==> config.mk <==
export PLATFORM = sky130hd
export DESIGN_NAME = cache_fill_ctrl_param
export DESIGN_NICKNAME = d
export VERILOG_FILES = /design/src/rtl/cache_fill_ctrl_param.sv
export SDC_FILE = /design/constraint.sdc
export NUM_CORES = 1
export LEC_CHECK = 0
export ABC_AREA = 1
export CORE_MARGIN = 2
export CORE_UTILIZATION = 39
export CTS_BUF_LIST = sky130_fd_sc_hd__clkbuf_8
export DETAILED_ROUTE_END_ITERATION = 10
export GPL_ROUTABILITY_DRIVEN = 0
export PLACE_DENSITY = 0.83
export SYNTH_ARGS = -nofsm -noshare
export SYNTH_HDL_FRONTEND = slang
export SYNTH_SLANG_ARGS = --single-unit
==> constraint.sdc <==
create_clock -name clk -period 2.15 [get_ports clk]
set_input_delay 0.43 -clock clk [delete_from_list [all_inputs] [get_ports clk]]
set_output_delay 0.43 -clock clk [all_outputs]
set_load 0.02 [all_outputs]
==> src/rtl/cache_fill_ctrl_param.sv <==
`default_nettype none
// ============================================================================
// Module   : cache_fill_ctrl_param
// Brief    : Parametrised cache-block fill controller: one read request per
//            cycle per block word, in-order data-array writes, tag write at end.
// Options  : define CRITICAL_WORD_FIRST_EN to start the fill at the missed word
// Revision : 1.0 - initial release
// ============================================================================
module cache_fill_ctrl_param #(
    parameter int ADDR_W         = 16,
    parameter int DATA_W         = 16,
    parameter int WORDS_PER_BLK  = 8,
    parameter int BYTES_PER_WORD = 2
) (
    input  logic              clk,
    input  logic              rst_n,
    input  logic              miss_detected,
    input  logic [ADDR_W-1:0] miss_address,
    input  logic              arb_force_reset,
    input  logic              memory_data_valid,
    input  logic [DATA_W-1:0] memory_data,
    output logic              mem_req,
    output logic [ADDR_W-1:0] memory_address,
    output logic              fsm_busy,
    output logic              write_data_array,
    output logic [ADDR_W-1:0] cache_wr_address,
    output logic [DATA_W-1:0] cache_wr_data,
    output logic              write_tag_array,
    output logic              EOB,
    output logic              fill_done
);

    localparam int c_OFF_W  = $clog2(WORDS_PER_BLK * BYTES_PER_WORD);
    localparam int c_IDX_W  = $clog2(WORDS_PER_BLK);
    localparam int c_CNT_W  = $clog2(WORDS_PER_BLK) + 1;
    localparam int c_BYTE_W = $clog2(BYTES_PER_WORD);
    localparam logic [c_CNT_W-1:0] c_LAST = c_CNT_W'(WORDS_PER_BLK - 1);

    typedef enum logic [1:0] {
        ST_IDLE  = 2'd0,
        ST_FILL  = 2'd1,
        ST_DRAIN = 2'd2,
        ST_TAG   = 2'd3
    } state_t;

    state_t             r_state;
    state_t             w_next_state;
    logic [ADDR_W-1:0]  r_base;
    logic [c_CNT_W-1:0] r_iss_cnt;
    logic [c_CNT_W-1:0] r_rcv_cnt;
    logic [c_IDX_W-1:0] w_start;
    logic [c_CNT_W-1:0] w_iss_cnt_eff;
    logic [c_IDX_W-1:0] w_iss_idx;
    logic [c_IDX_W-1:0] w_rcv_idx;
    logic [ADDR_W-1:0]  w_iss_addr;
    logic [ADDR_W-1:0]  w_rcv_addr;
    logic               w_accept;
    logic               w_active;
    logic               w_abort;
    logic               w_wr;
    logic               w_last_rcv;
    logic               w_last_iss;
    logic               w_unused_low_addr;

    // Low address bits only matter for the start word; base drops them.
    assign w_unused_low_addr = ^miss_address[c_OFF_W-1:0];

`ifdef CRITICAL_WORD_FIRST_EN
    logic [c_IDX_W-1:0] r_start;

    always_ff @(posedge clk or negedge rst_n) begin
        if (!rst_n) begin
            r_start <= '0;
        end else if (w_accept) begin
            r_start <= miss_address[c_OFF_W-1:c_BYTE_W];
        end
    end

    assign w_start = r_start;
`else
    assign w_start = '0;
`endif

    assign w_accept   = (r_state == ST_IDLE) && miss_detected && !arb_force_reset;
    assign w_active   = (r_state == ST_FILL) || (r_state == ST_DRAIN);
    assign w_abort    = w_active && (arb_force_reset || !miss_detected);
    assign w_wr       = w_active && memory_data_valid;
    assign w_last_rcv = w_wr && (r_rcv_cnt == c_LAST);
    assign w_last_iss = (r_state == ST_FILL) && (r_iss_cnt == c_LAST);

    // In DRAIN the issue counter has already stepped past the final request.
    assign w_iss_cnt_eff = (r_state == ST_DRAIN) ? (r_iss_cnt - c_CNT_W'(1)) : r_iss_cnt;
    assign w_iss_idx     = w_start + w_iss_cnt_eff[c_IDX_W-1:0];
    assign w_rcv_idx     = w_start + r_rcv_cnt[c_IDX_W-1:0];
    assign w_iss_addr    = r_base + (ADDR_W'(w_iss_idx) << c_BYTE_W);
    assign w_rcv_addr    = r_base + (ADDR_W'(w_rcv_idx) << c_BYTE_W);

    always_ff @(posedge clk or negedge rst_n) begin
        if (!rst_n) begin
            r_state   <= ST_IDLE;
            r_base    <= '0;
            r_iss_cnt <= '0;
            r_rcv_cnt <= '0;
        end else begin
            r_state <= w_next_state;
            if (w_accept) begin
                r_base    <= {miss_address[ADDR_W-1:c_OFF_W], {c_OFF_W{1'b0}}};
                r_iss_cnt <= '0;
                r_rcv_cnt <= '0;
            end else if (w_abort) begin
                r_iss_cnt <= '0;
                r_rcv_cnt <= '0;
            end else begin
                if (r_state == ST_FILL) begin
                    r_iss_cnt <= r_iss_cnt + c_CNT_W'(1);
                end
                if (w_wr) begin
                    r_rcv_cnt <= r_rcv_cnt + c_CNT_W'(1);
                end
            end
        end
    end

    always_comb begin
        w_next_state     = r_state;
        mem_req          = 1'b0;
        memory_address   = '0;
        fsm_busy         = 1'b0;
        write_data_array = 1'b0;
        cache_wr_address = '0;
        cache_wr_data    = '0;
        write_tag_array  = 1'b0;
        EOB              = 1'b0;
        fill_done        = 1'b0;
        case (r_state)
            ST_IDLE: begin
                if (w_accept) begin
                    w_next_state = ST_FILL;
                end
            end
            ST_FILL, ST_DRAIN: begin
                fsm_busy         = 1'b1;
                memory_address   = w_iss_addr;
                write_data_array = memory_data_valid;
                cache_wr_address = w_rcv_addr;
                cache_wr_data    = memory_data;
                if (r_state == ST_FILL) begin
                    mem_req = 1'b1;
                    EOB     = w_last_iss;
                end
                // Abort wins over completion; the final word of a zero-latency
                // memory can arrive while still issuing.
                if (w_abort) begin
                    w_next_state = ST_IDLE;
                end else if (w_last_rcv) begin
                    w_next_state = ST_TAG;
                end else if (w_last_iss) begin
                    w_next_state = ST_DRAIN;
                end
            end
            ST_TAG: begin
                fsm_busy        = 1'b1;
                write_tag_array = 1'b1;
                fill_done       = 1'b1;
                w_next_state    = ST_IDLE;
            end
            default: begin
                w_next_state = ST_IDLE;
            end
        endcase
    end

endmodule
`default_nettype wire

==> results of run 1 <==
## registers in the layout, indices dropped and copies added (netlist names)
register	flops
r_iss_cnt	4
r_state	2
r_rcv_cnt	4
r_base	12
## kinds of logic after synthesis
logic type | synth area share, %
AO/OA/AOI/OAI | 3.431
XOR/XNOR | 1.144
adder cells (fa/ha/maj) | 6.536
buffers and inverters | 19.69
flip-flops | 35.95
multiplexers | 11.27
other | 0.2449
AND/OR/NAND/NOR | 21.73
## synthesized netlist by cell type, types with 4 or more instances
cell / n
nand2_1: 49
inv_1: 42
dfrtp_1: 22
buf_4: 15
nor2_1: 12
mux2_4: 10
ha_1: 8
a21oi_1: 7
nand3_1: 6
buf_2: 4
nor3_1: 4
## placed cells by master (no fill, tap or decap), drive strengths merged
cell type,Yosys,final
clkdlybuf4s15,0,35
nor3b,1,1
xor2,2,2
clkbuf,0,15
clkdlybuf4s50,0,35
ha,8,8
nand3,7,7
conb,1,2
mux2,12,12
nand4,1,1
nand2,51,51
or2,1,1
a21oi,7,7
dfrtp,22,22
a21o,1,1
buf,20,11
o21ai,2,2
nor3,4,4
dlygate4sd2,0,3
nor2,13,13
inv,42,42
## final timing paths
check	startpoint	endpoint	slack [ps]	depth (start not counted)
worst max-delay path	r_state[0]	memory_address[3]	100	6
worst min-delay path	rst_n	r_base[13]	500	2
worst max register to register	r_state[0]	r_base[14]	380	5
worst min register to register	r_base[8]	r_base[8]	520	1
max in group asynchronous	rst_n	r_rcv_cnt[3]	1420	2
min in group clk	r_base[8]	r_base[8]	520	1
## layer usage
metal,vias to the layer above,global-route usage (%),share of wire [%]
li1,724,-,-
met1,651,20.66,41
met2,29,33.50,53
met3,4,2.027,4.2
met4,0,4.592,1.0
met5,-,0,0
## metrics by stage
step / std cells / utilization [%] / setup TNS, ps
after global routing: 323 / 65.12 / 0
after detailed placement: 319 / 63.91 / -3260
after floorplan: 196 / - / 0
after global placement: 319 / 63.91 / -2135
final: 323 / 65.12 / 0
after CTS: 323 / 65.66 / -5.156
## cell type report
| cell class | count | area (sq um) |
|---|---|---|
| Fill cell | 319 | 1296 |
| Timing Repair Buffer | 95 | 898.4 |
| Multi-Input combinational cell | 112 | 698.2 |
| Sequential cell | 22 | 550.5 |
| Inverter | 42 | 157.7 |
| Tap cell | 48 | 60.06 |
| Clock buffer | 4 | 55.05 |
## power groups by stage
| stage | Sequential (uW) | Clock (uW) | Combinational, uW |
|---|---|---|---|
| 2_1_floorplan | 660 | 0 | 1690 |
| 6_report | 680 | 298 | 2550 |
| 4_1_cts | 678 | 308 | 2550 |
| 3_3_place_gp | 674 | 0 | 2680 |
| 3_5_place_dp | 683 | 0 | 2720 |
| 5_1_grt | 702 | 326 | 2780 |
## what timing repair did
action	4_1_cts	5_1_grt
gates resized for setup	105	27
setup endpoints to repair	49	48
pin swaps	0	0
endpoints found under the hold margin	0	0
==> metrics.txt, run 1 <==
Starting Density=41.21%; Achievable Freq=between 400 and 500 MHz; top cells by area, synth=dfrtp_1, nand2_1, inv_1; status=finished, final reports clean; Total Routing Usage GR=between 15 and 20%; share of Yosys cell area claimed by the top area cell type=35.95%; initial antenna violation count=0; Routed Wire Length=between 3000 and 4000 um; Hold Slack=~500 ps; P_sw=1667 uW; number of hold buffers added after CTS=0; Clock Sinks=22; n_diodes=0; CTS buffer count=3; P&R area growth vs syn=58.01%; grt ovf=0; I/O pins=91; layout cell share with drive strength beyond 1=between 20% and 30%; Worst-path clk slew=80 ps; Max H-tree Level=1; vias in the first global route=between 1000 and 1500; Worst path slowest cell=dfrtp_1; power density over the cells=approximately 1500 nW/um^2; Die Width=roughly 67 um; Crit path required time=around 1700 ps; Final min period=2048 ps; post-CTS setup buffer count=0; Tcrit/Tclk final=95.26%; DRC viols=0; Post-DP HPWL=around 3000 um; worst clock skew=approximately 5.4 ps; die height=~67 um; static leakage=0.001358 uW; Most used DFF post-synth=dfrtp_1; FF+latch count, synth=22; Total Nets Final=between 300 and 400; max-capacitance violation count=0; Synth area leader=dfrtp_1; Logic pwr share=between 70% and 80%; Hold Crit Class=in -> async; Distinct cells, synth=23; Clk Latency, worst-skew pair=260 ps; Clock Root Buffer=clkbuf_8; fin. max-slew vios=0; CP delay by family, top=buffers and inverters; Net Sw Frac=47.21%; IR drop worst, VDD=approximately 0.8 mV; Vias=roughly 1400; synthesized area per cell=7.854 sq um; WS Path Type=reg -> out; CP Buf/Inv Count=3; CP arrival=1620 ps; CTS tree=yes; worst setup margin=around 100 ps; Syn. warnings=0; final hold vios=0; Pwr Total=approximately 3500 uW; DR WL/cell=between 10 and 15 um; Critical Path End Type=primary output; RSZ-0062 raised after global routing=no; Max Buffers Root-to-Sink=2; FP Rows=22; design area=~2400 sq um; number of flops mapped to enable cells by yosys=0; CP Max Fanout=7; CP Cell Sequence=inv_1 -> buf_4 -> ha_2 -> a21oi_1 -> nor2_1 -> clkdlybuf4s15_1; Via density=approximately 4.4; Pre-antenna DRT Iters=4; input/output buffers=84; mapped cell area=roughly 1500 sq um; Post-DP Area=2375 sq um; CP peak stage delay=between 300 and 400 ps; Post-DRT Antenna Nets=0; clock power share=8.4%; 1st-iter DRT viols=41; setup violators final=0; first-pass GRT wire length=6009 um; largest net degree at the start of global routing=23; Async S/R FF share, synth=between 90% and 100%; sequential share of power=19.3%; Setup Slack @ Placement=-115.1 ps; die area=roughly 4400 sq um; synthesized instance count=195; core area=~3700 sq um; crit path launch type=flop; sequential element share of the synthesized area=35.95%; Int Pwr=around 1900 uW
No activity file was read; power rests on OpenSTA's default activity.
==> run 2: changes to the inputs <==
--- a/config.mk
+++ b/config.mk
@@ -11,2 +11,3 @@
 export CTS_BUF_LIST = sky130_fd_sc_hd__clkbuf_8
+export CTS_CLUSTER_DIAMETER = 120
 export DETAILED_ROUTE_END_ITERATION = 10
--- a/constraint.sdc
+++ b/constraint.sdc
@@ -3,2 +3,2 @@
 set_output_delay 0.43 -clock clk [all_outputs]
-set_load 0.02 [all_outputs]
+set_load 0.01 [all_outputs]
==> run 2 against run 1 <==
Combinational power is 14% lower. Clock skew is 1.6 ps higher. Register-to-register slack worse by 20 ps. Clock-buffer cell count stayed put. Critical endpoint is now write_tag_array.
==> metrics.txt, run 2 (same netlist as run 1, synthesis figures left out) <==
layout cell share with drive strength beyond 1=20.28% (was 24.00%); Tcrit/Tclk final=96.33% (was 95.26%); Hold Path Sink=r_base[13]; DR WL/cell=11.62 um (was 11.51 um); CP arrival=1640 ps (was 1620 ps); input/output buffers=84 (unchanged); top flop regs=r_base (12), r_iss_cnt (4), r_rcv_cnt (4) (unchanged); Clock Sinks=22 (unchanged); die height=66.67 um (unchanged); number of hold buffers added after CTS=0 (unchanged); Total Routing Usage GR=17.54% (was 17.61%); Worst-path clk slew=70 ps (was 80 ps); static leakage=0.001465 uW (was 0.001358 uW); max-capacitance violation count=0 (unchanged); setup tns final=0 ps (unchanged); FP Rows=22 (unchanged); R2R setup slack=360 ps (was 380 ps); Starting Density=41.21% (unchanged); die area=4444 sq um (unchanged); CP Cell Sequence=buf_4 -> buf_4 -> ha_1 -> clkdlybuf4s50_1 (was inv_1 -> buf_4 -> ha_2 -> a21oi_1 -> nor2_1 -> clkdlybuf4s15_1); power density over the cells=1332 nW/um^2 (was 1459 nW/um^2); final hold vios=0 (unchanged); worst clock skew=7.009 ps (was 5.395 ps); sequential share of power=21.5% (was 19.3%); clock power share=9.3% (was 8.4%); vias in the first global route=1375 (was 1318); status=finished, final reports clean (unchanged); Achievable Freq=482.8 MHz (was 488.3 MHz); Inst Count DP=319 (unchanged); Pwr Total=3182 uW (was 3530 uW); first-pass GRT wire length=5968 um (was 6009 um); P_sw=1343 uW (was 1667 uW); Routed Wire Length=3822 um (was 3718 um); Worst Hold Launch=r_base[13]; Logic pwr share=69.2% (was 72.3%); Post-DRT Antenna Nets=0 (unchanged); CP Max Fanout=3 (was 7); fin cells=329 (was 323); fin. max-slew vios=0 (unchanged); Clock Root Buffer=clkbuf_8 (unchanged); 1st-iter DRT viols=53 (was 41); Hold Slack=513.0 ps (was 504.7 ps); P&R area growth vs syn=56.05% (was 58.01%); Via density=4.353 (was 4.359); Setup Slack @ Placement=-23.61 ps (was -115.1 ps); initial antenna violation count=0 (unchanged); WS Path Type=reg -> out (unchanged); core area=3716 sq um (unchanged); Vias=1432 (was 1408); Clk Latency, worst-skew pair=260 ps (about the same); reg2reg end=r_state[0] (was r_base[14]); commonest non-fill, non-tap cell in the layout=nand2_1 (unchanged); grt ovf=0 (unchanged); setup violators final=0 (unchanged); Pre-antenna DRT Iters=4 (unchanged); I/O pins=91 (unchanged); DRC viols=0 (unchanged); Reg2Reg Depth=12 (was 5); fillers=338 (was 319); Crit path required time=1720 ps (about the same); Total Nets Final=327 (was 321); largest net degree at the start of global routing=23 (unchanged); Int Pwr=1839 uW (was 1864 uW); Max H-tree Level=1 (unchanged); Post-DP HPWL=2960 um (was 2977 um); worst setup margin=78.91 ps (was 101.9 ps); CTS tree=yes (unchanged); CP peak stage delay=510 ps (was 380 ps); Critical Path End Type=primary output (unchanged); Top reg by flops=r_base (unchanged); Worst path slowest cell=clkdlybuf4s50_1 (was dfrtp_1); crit path launch type=flop (unchanged); Max Buffers Root-to-Sink=2 (unchanged); n_diodes=0 (unchanged); Largest register FFs=12 (unchanged); reg2reg start=r_state[1] (was r_state[0]); IR drop worst, VDD=0.8062 mV (was 0.7859 mV); Die Width=66.67 um (unchanged); critical path's most frequent cell=buf_4; CTS buffer count=3 (unchanged); hold depth=1; Hold Crit Class=reg -> reg (was in -> async); Net Sw Frac=42.20% (was 47.21%); Final min period=2071 ps (was 2048 ps); most frequent cells in the layout=nand2_1, inv_1, clkdlybuf4s50_1 (unchanged)
run 2: power groups by stage:
stage          logic [uW]  registers (uW)  clock network, uW
2_1_floorplan        1330             660                  0
3_3_place_gp         2330             673                  0
3_5_place_dp         2370             680                  0
4_1_cts              2180             676                301
5_1_grt              2430             702                318
6_report             2200             683                297
run 2: worst max-delay path by stage:
| stage | startpoint | end | cells past startpoint |
|---|---|---|---|
| after floorplan | r_state[0] | memory_address[15] | 7 |
| after global placement | r_state[1] | memory_address[12] | 6 |
| after detailed placement | r_state[0] | cache_wr_address[6] | 6 |
| after CTS | r_state[1] | cache_wr_address[9] | 7 |
| after global routing | r_state[1] | memory_address[11] | 7 |
| final | r_state[1] | write_tag_array | 4 |
run 2: worst max-delay path: cells and delay by family (launching register included):
family                   cells  cell delay [ps]
adder cells (fa/ha/maj)      1              210
buffers and inverters        3              780
flip-flops                   1              400
run 2: layout make-up:
cell class / count / area [sq um] / share of cell area (%)
well taps: 48 / 60.06 / 2.513
inverters: 42 / 157.7 / 6.597
flip-flops and latches: 22 / 550.5 / 23.04
repair buffers: 101 / 868.3 / 36.34
clock buffers: 4 / 55.05 / 2.304
multi-input cells: 112 / 698.2 / 29.21
run 2: per-stage QoR:
stage / utilization [%] / area, sq um
6_report: 64.31 / 2390
5_1_grt: 64.31 / 2390
4_1_cts: 64.88 / 2411
3_5_place_dp: 63.91 / 2375
3_3_place_gp: 63.91 / 2375
2_1_floorplan: - / 1535
run 2: routing by layer:
| layer | wire, um | global-route usage, % |
|---|---|---|
| met1 | 1529 | 19.70 |
| met2 | 2085 | 34.25 |
| met3 | 187 | 3.209 |
| met4 | 19 | 3.061 |
| met5 | 0 | 0 |
run 2: repair_timing:
action	CTS	global route
gates cloned	0	0
buffers inserted	2	4
setup endpoints to repair	48	22
resized for setup	56	36
pin swaps	1	1
==> run 3: changes to the inputs <==
HOLD_SLACK_MARGIN = 0.15   (was unset)
==> results of run 3 <==
Final layout, timing and power as in run 2 (identical DEF).
